<file path="src/rtl/rib_wb_pkg.sv">
// Shared types and defaults for the RIB-to-Wishbone data bridge.
package rib_wb_pkg;

  typedef enum logic [1:0] {
    IDLE = 2'd0,
    WAIT = 2'd1,
    RESP = 2'd2
  } bridge_state_t;

  localparam logic [31:0] DEFAULT_ERR_DATA = 32'h0000_0000;

endpackage

</file>
<file path="src/rtl/rib_wb_data_bridge.sv">
// RIB data port to Wishbone classic single-beat master; stalls the core via rib_hold_o.
// Optional bus timeout enabled with `RIB_WB_TIMEOUT_EN.
//
// state | meaning
// IDLE  | no access; hold follows req, a req launches the bus cycle
// WAIT  | cyc/stb asserted, waiting for ack (or timeout)
// RESP  | read data presented to core, hold released, no relaunch
module rib_wb_data_bridge
  import rib_wb_pkg::*;
#(
  parameter int unsigned            ADDR_WIDTH     = 32,
  parameter int unsigned            DATA_WIDTH     = 32,
  parameter int unsigned            TIMEOUT_CYCLES = 255,
  parameter logic [DATA_WIDTH-1:0]  ERR_DATA       = DEFAULT_ERR_DATA
) (
  input  logic                  clk,
  input  logic                  rst,
  input  logic                  rib_req_i,
  input  logic                  rib_we_i,
  input  logic [ADDR_WIDTH-1:0] rib_addr_i,
  input  logic [DATA_WIDTH-1:0] rib_data_i,
  output logic [DATA_WIDTH-1:0] rib_data_o,
  output logic                  rib_hold_o,
  output logic                  wb_cyc_o,
  output logic                  wb_stb_o,
  output logic                  wb_we_o,
  output logic [ADDR_WIDTH-1:0] wb_addr_o,
  output logic [DATA_WIDTH-1:0] wb_data_o,
  input  logic [DATA_WIDTH-1:0] wb_data_i,
  input  logic                  wb_ack_i,
  output logic                  err_o
);

  bridge_state_t         state_q, state_d;
  logic                  launch, complete, expire, timeout_hit;
  logic [DATA_WIDTH-1:0] rdata_q;

  always_ff @(posedge clk) begin
    if (rst) state_q <= IDLE;
    else     state_q <= state_d;
  end

  always_comb begin
    state_d    = state_q;
    rib_hold_o = 1'b0;
    launch     = 1'b0;
    complete   = 1'b0;
    expire     = 1'b0;
    case (state_q)
      IDLE: begin
        rib_hold_o = rib_req_i;
        if (rib_req_i) begin
          launch  = 1'b1;
          state_d = WAIT;
        end
      end
      WAIT: begin
        rib_hold_o = 1'b1;
        // ack in the expiry cycle takes priority over the timeout
        if (wb_ack_i) begin
          complete = 1'b1;
          state_d  = RESP;
        end else if (timeout_hit) begin
          expire  = 1'b1;
          state_d = RESP;
        end
      end
      RESP: state_d = IDLE;
      default: state_d = IDLE;
    endcase
  end

  always_ff @(posedge clk) begin
    if (rst) begin
      wb_cyc_o  <= 1'b0;
      wb_stb_o  <= 1'b0;
      wb_we_o   <= 1'b0;
      wb_addr_o <= '0;
      wb_data_o <= '0;
    end else if (launch) begin
      wb_cyc_o  <= 1'b1;
      wb_stb_o  <= 1'b1;
      wb_we_o   <= rib_we_i;
      wb_addr_o <= rib_addr_i;
      wb_data_o <= rib_data_i;
    end else if (complete || expire) begin
      wb_cyc_o <= 1'b0;
      wb_stb_o <= 1'b0;
    end
  end

`ifdef RIB_WB_TIMEOUT_EN
  localparam int unsigned CNT_W = $clog2(TIMEOUT_CYCLES + 1);
  localparam logic [CNT_W-1:0] CNT_LAST = CNT_W'(TIMEOUT_CYCLES - 1);

  logic [CNT_W-1:0] tmo_cnt_q;
  logic             err_q;

  // counter value equals the number of WAIT cycles already elapsed
  assign timeout_hit = (tmo_cnt_q == CNT_LAST);

  always_ff @(posedge clk) begin
    if (rst) begin
      tmo_cnt_q <= '0;
      err_q     <= 1'b0;
    end else begin
      err_q <= expire;
      if (launch)                tmo_cnt_q <= '0;
      else if (state_q == WAIT)  tmo_cnt_q <= tmo_cnt_q + 1'b1;
    end
  end

  always_ff @(posedge clk) begin
    if (rst)                       rdata_q <= '0;
    else if (complete && !wb_we_o) rdata_q <= wb_data_i;
    else if (expire)               rdata_q <= ERR_DATA;
  end

  assign err_o = err_q;
`else
  assign timeout_hit = 1'b0;

  always_ff @(posedge clk) begin
    if (rst)                       rdata_q <= '0;
    else if (complete && !wb_we_o) rdata_q <= wb_data_i;
  end

  assign err_o = 1'b0;
`endif

  assign rib_data_o = rdata_q;

endmodule

</file>
<file path="config.mk">
export PLATFORM = sky130hd
export DESIGN_NAME = rib_wb_data_bridge
export DESIGN_NICKNAME = d
export VERILOG_FILES = /design/src/rtl/rib_wb_pkg.sv /design/src/rtl/rib_wb_data_bridge.sv
export SDC_FILE = /design/constraint.sdc
export NUM_CORES = 1
export LEC_CHECK = 0
export ABC_CLOCK_PERIOD_IN_PS = 2600
export BUFFER_PORTS_ARGS = -buffer_cell sky130_fd_sc_hd__buf_4
export CORE_MARGIN = 1.5
export CORE_UTILIZATION = 29
export CTS_CLUSTER_DIAMETER = 100
export DETAILED_ROUTE_END_ITERATION = 10
export GPL_TIMING_DRIVEN = 0
export SLEW_MARGIN = 30
export SYNTH_ARGS = -nofsm -noshare
export SYNTH_HDL_FRONTEND = slang
export SYNTH_SLANG_ARGS = --single-unit
export TNS_END_PERCENT = 10
</file>
<file path="constraint.sdc">
create_clock -name clk -period 2.6 [get_ports clk]
set_input_delay 0.39 -clock clk [delete_from_list [all_inputs] [get_ports clk]]
set_output_delay 0.39 -clock clk [all_outputs]
set_load 0.02 [all_outputs]
</file>
# Word level (Yosys, flattened, before mapping)
# Cells that the tools add are included.
[totals]
output_inout_bits = 101
input_bits = 101
register_bits = 100
[op_classes]
n_eq_ne = 3
muxes = 10
reduce_logical = 5
[ops]
columns = ["operator", "count"]
rows = [
  ["$mux 1", 6],
  ["$mux 2", 2],
  ["$ne 2x2->1 const B", 2],
  ["$pmux 2 s2", 1],
  ["$eq 2x1->1 const B", 1],
  ["$logic_not 2->1", 1],
  ["$pmux 1 s2", 1],
  ["$reduce_and 2->1", 1],
  ["$reduce_bool 2->1", 1],
  ["$logic_and 1x1->1", 1],
  ["$logic_not 1->1", 1],
]

# Longest topological paths before layout
[depth]
ltp_word = 4
ltp_mapped = 5
depth_no_buf = 3

# Worst setup path before layout
# OpenSTA, ideal clock, no wires.
[synth_timing]
kind = "input to register"
from = "in rst"
to = "reg wb_addr_o[10]"
required_ps = 2468
path_slack_ps = 1307
setup_time_ps = 132
arrival_ps = 1161
path_buffers = 3
stages = 4
path_cell_list = "buf_2 > clkbuf_1 > clkbuf_1 > a21oi_1"
[synth_rtl]
columns = ["element", "line", "rtl"]
rows = [
  ["start, declared", "rib_wb_data_bridge.sv:17", "input logic rst,"],
  ["end signal, assigned", "rib_wb_data_bridge.sv:84", "wb_addr_o <= rib_addr_i;"],
  ["end, declared", "rib_wb_data_bridge.sv:27", "output logic [ADDR_WIDTH-1:0] wb_addr_o,"],
]
# No word-level cell between the ends.

# Worst setup path in the final report
[layout_timing]
from = "reg state_q[0]"
to = "out rib_hold_o"
[layout_via]
elab_chain_len = 2
elab_cells_between_ends = 3
classes_between = "eq/ne: 1; mux: 1; reduce/logical: 1"
[layout_lines]
columns = ["element", "line", "rtl"]
rows = [
  ["start, declared", "rib_wb_data_bridge.sv:34", "bridge_state_t state_q, state_d;"],
  ["start signal, assigned", "rib_wb_data_bridge.sv:40", "else state_q <= state_d;"],
  ["$eq 2x1->1 or $logic_not 2->1 (tied branches)", "rib_wb_data_bridge.sv:49", "case (state_q)"],
  ["$pmux 1 s2 *", "rib_wb_data_bridge.sv:49", ""],
  ["end, declared", "rib_wb_data_bridge.sv:23", "output logic rib_hold_o,"],
]
# Every way passes the cells marked *; elsewhere a longest branch is shown, timed or not.

==> metrics.md <==
| Metric | Value |
|---|---|
| Async set-reset flop share out of synthesis | 0% |
| Share of post-route cells with drive strength above 1 | a little over a third |
| Clock period minus worst slack | ~1500 ps |
| Layout overhead on the synthesized area | 55.10% |
| GRT overflow | 0 |
| Critical path launch point type | register |
| Maximum number of pins on one net before global-route repair | 15 |
| Share of the synthesized area in the top cell type | 56.26% |
| Initial antenna violation count | 0 |
| Slew Viols, Final | 0 |
| Final HPWL DP | 7645 µm |
| Nets | 751 |
| I/O pin cnt | 202 |
| Filler cells | about 1200 |
| Row cnt | 40 |
| Final setup TNS | 0 ps |
| Number of detailed-route iterations in the first pass | 4 |
| FMAX | 0.6644 GHz |
| List of most frequent post-synthesis cells | nand2_1, dfxtp_1, a21oi_1 |
| Diode count | 0 |
| Yosys reg bits | 100 |
| Area leader, netlist | dfxtp_1 |
| Routed via count | roughly 3600 |
| First DRT Iteration DRCs | around 180 |
| CTS max path bufs | 2 |
| Ys Warns | 0 |
| Global-route wire length before repair | 15420 µm |
| PwrDens | ~650 nW/µm² |
| RSZ-0062 raised after global routing | false |
| Initial Utilization | between 20% and 30% |
| CTS Hold Bufs | 0 |
| Count of final hold-check violations | 0 |
| Synthesized netlist cell count | 440 |
| Total die area | 12940 µm² |
| Final period util | between 50 and 60% |
| Root Buffer | clkbuf_16 |
| Worst setup EP type | output pin |
| Insertion delay to the later sink of the worst-skew pair | 340 ps |
| Count of different cell masters after synthesis | 19 |
| Chip height | 113.8 µm |
| CTS buffer count | 9 |
| Vias per cell | 4.426 |
| Crit-path max FO | 8 |
| Skew final | 7.411 ps |
| Worst EP required | ~2200 ps |
| Cells after DPL | about 790 |
| Routability Congestion | 0.7647 |
| Status | finished, final reports clean |
| Placeable Area | 12010 µm² |
| CP top delay family | flip-flops |
| WP buf/inv | 1 |
| Final Non-Filler Cells | 802 |
| Crit path kind | reg -> out |
| Hold Crit Class | in -> reg |
| Vias in the first global route | 3287 |
| Avg Cell Area, Syn | slightly above 8 µm² |
| Post-synth EDFFs | 0 |
| Ys flop type | dfxtp_1 |
| WL final | 10020 µm |
| Max-cap violations | 0 |
| Final setup viols | 0 |
| Post-CTS setup buffer count | 0 |
| # port buffers | 199 |
| Number of H-tree levels | 3 |
| CTS tree | yes |
| CP max stage delay | around 440 ps |
| Main area contributors after synthesis | dfxtp_1, nand2_1, a21oi_1 |
| Tightest Pin Transition | ~500 ps |
| Final antenna-violating net count | 0 |
| Worst-path cell chain | nor2_1, nor2_1, buf_4 |
| Arrival time worst endpoint | 1120 ps |
| Die W | 113.8 µm |
| # DRC | 0 |
| Synth Net Count | between 500 and 600 |
| Clock-pin slew on the worst setup and hold paths | 60 ps |
| Post-CTS sizing | 0 |
| Total Routing Usage GR | 15.07% |
| Netlist Area Pre-Place | 3558 µm² |
| Max_slew headroom | between 60% and 70% |
| Clock sink total | 100 |
| CP max stage cell | dfxtp_1 |
| Seq/Total Area, Yosys | a little under three fifths |
| DR WL/cell | 12.50 µm |
| Top-count cell post-synth | nand2_1 |
| Worst path most repeated cell | nor2_1 |
| Leakage | around 2.5 nW |
| Maximum VDD drop | 279.3 µV |
## registers in the layout, indices dropped and copies added (netlist names)
register    count
wb_data_o      32
wb_stb_o        1
wb_addr_o      32
wb_we_o         1
rib_data_o     32
state_q         2
## placed cells by master, fill, tap and decap left out, drive strengths merged
cell type,netlist,layout
buf,25,224
nand2,194,194
dfxtp,100,100
a21oi,98,98
clkbuf,10,25
nor2,2,2
nor3b,1,1
or3b,1,1
and4bb,1,1
nand4bb,1,1
a2111oi,1,1
inv,1,1
nor4b,1,1
nor2b,1,1
o21bai,1,1
o21ai,1,1
conb,1,1
clkinv,0,1
## kinds of logic (layout without fill, tap and decap cells)
kind of cell	after synthesis	after routing	synth area share, %
buffers and inverters	36	251	7.032
AOI/OAI and AO/OA	101	101	14.38
and+or+nand+nor	202	202	22.22
other	1	1	0.1054
DFF	100	100	56.26
## stage by stage
stage / area (µm²) / power (mW) / util, % / worst slack, ps / hold slack (ps)
global placement: 5236 / 2.330 / 43.59 / 850.3 / 442.6
CTS: 5519 / 3.628 / 45.95 / 1072 / 261.3
detailed placement: 5236 / 2.340 / 43.59 / 835.5 / 447.7
finish: 5519 / 3.561 / 45.95 / 1095 / 283.3
floorplan: 3558 / 2.024 / - / 1307 / 510.0
global route: 5519 / 3.747 / 45.95 / 998.7 / 284.3
## area by class of cell
class,instances,area [µm²],share of cell area [%]
flip-flops and latches,100,2002,36.27
repair buffers,199,1494,27.07
multi-input cells,304,1306,23.67
clock buffers,15,277.8,5.033
plain buffers,35,246.5,4.466
well taps,147,183.9,3.333
clock inverters,1,5.005,0.09068
inverters,1,3.754,0.06801
## report_power, final
part           switching [mW]  internal, mW  total, mW
Sequential             0.0487          1.62       1.67
Clock                   0.535         0.727       1.26
Combinational           0.327         0.302      0.629
## layer usage
metal  vias to the layer above  GRT usage, %  share of wire [%]
met5                         -             0                  0
met4                         0         7.333                1.9
met3                        14         5.260                8.6
met2                       127         25.78                 48
met1                      1582         16.69                 42
li1                       1827             -                  -
## worst paths after layout
path                              startpoint             to  slack (ps)  cells after the start
worst min-delay path                wb_ack_i     state_q[0]         280                      2
worst max-delay path              state_q[0]     rib_hold_o        1090                      3
worst min register to register  wb_data_o[7]   wb_data_o[7]         450                      2
worst max register to register    state_q[1]  wb_data_o[15]        1210                      5
Power figures use the tool's default switching activity.
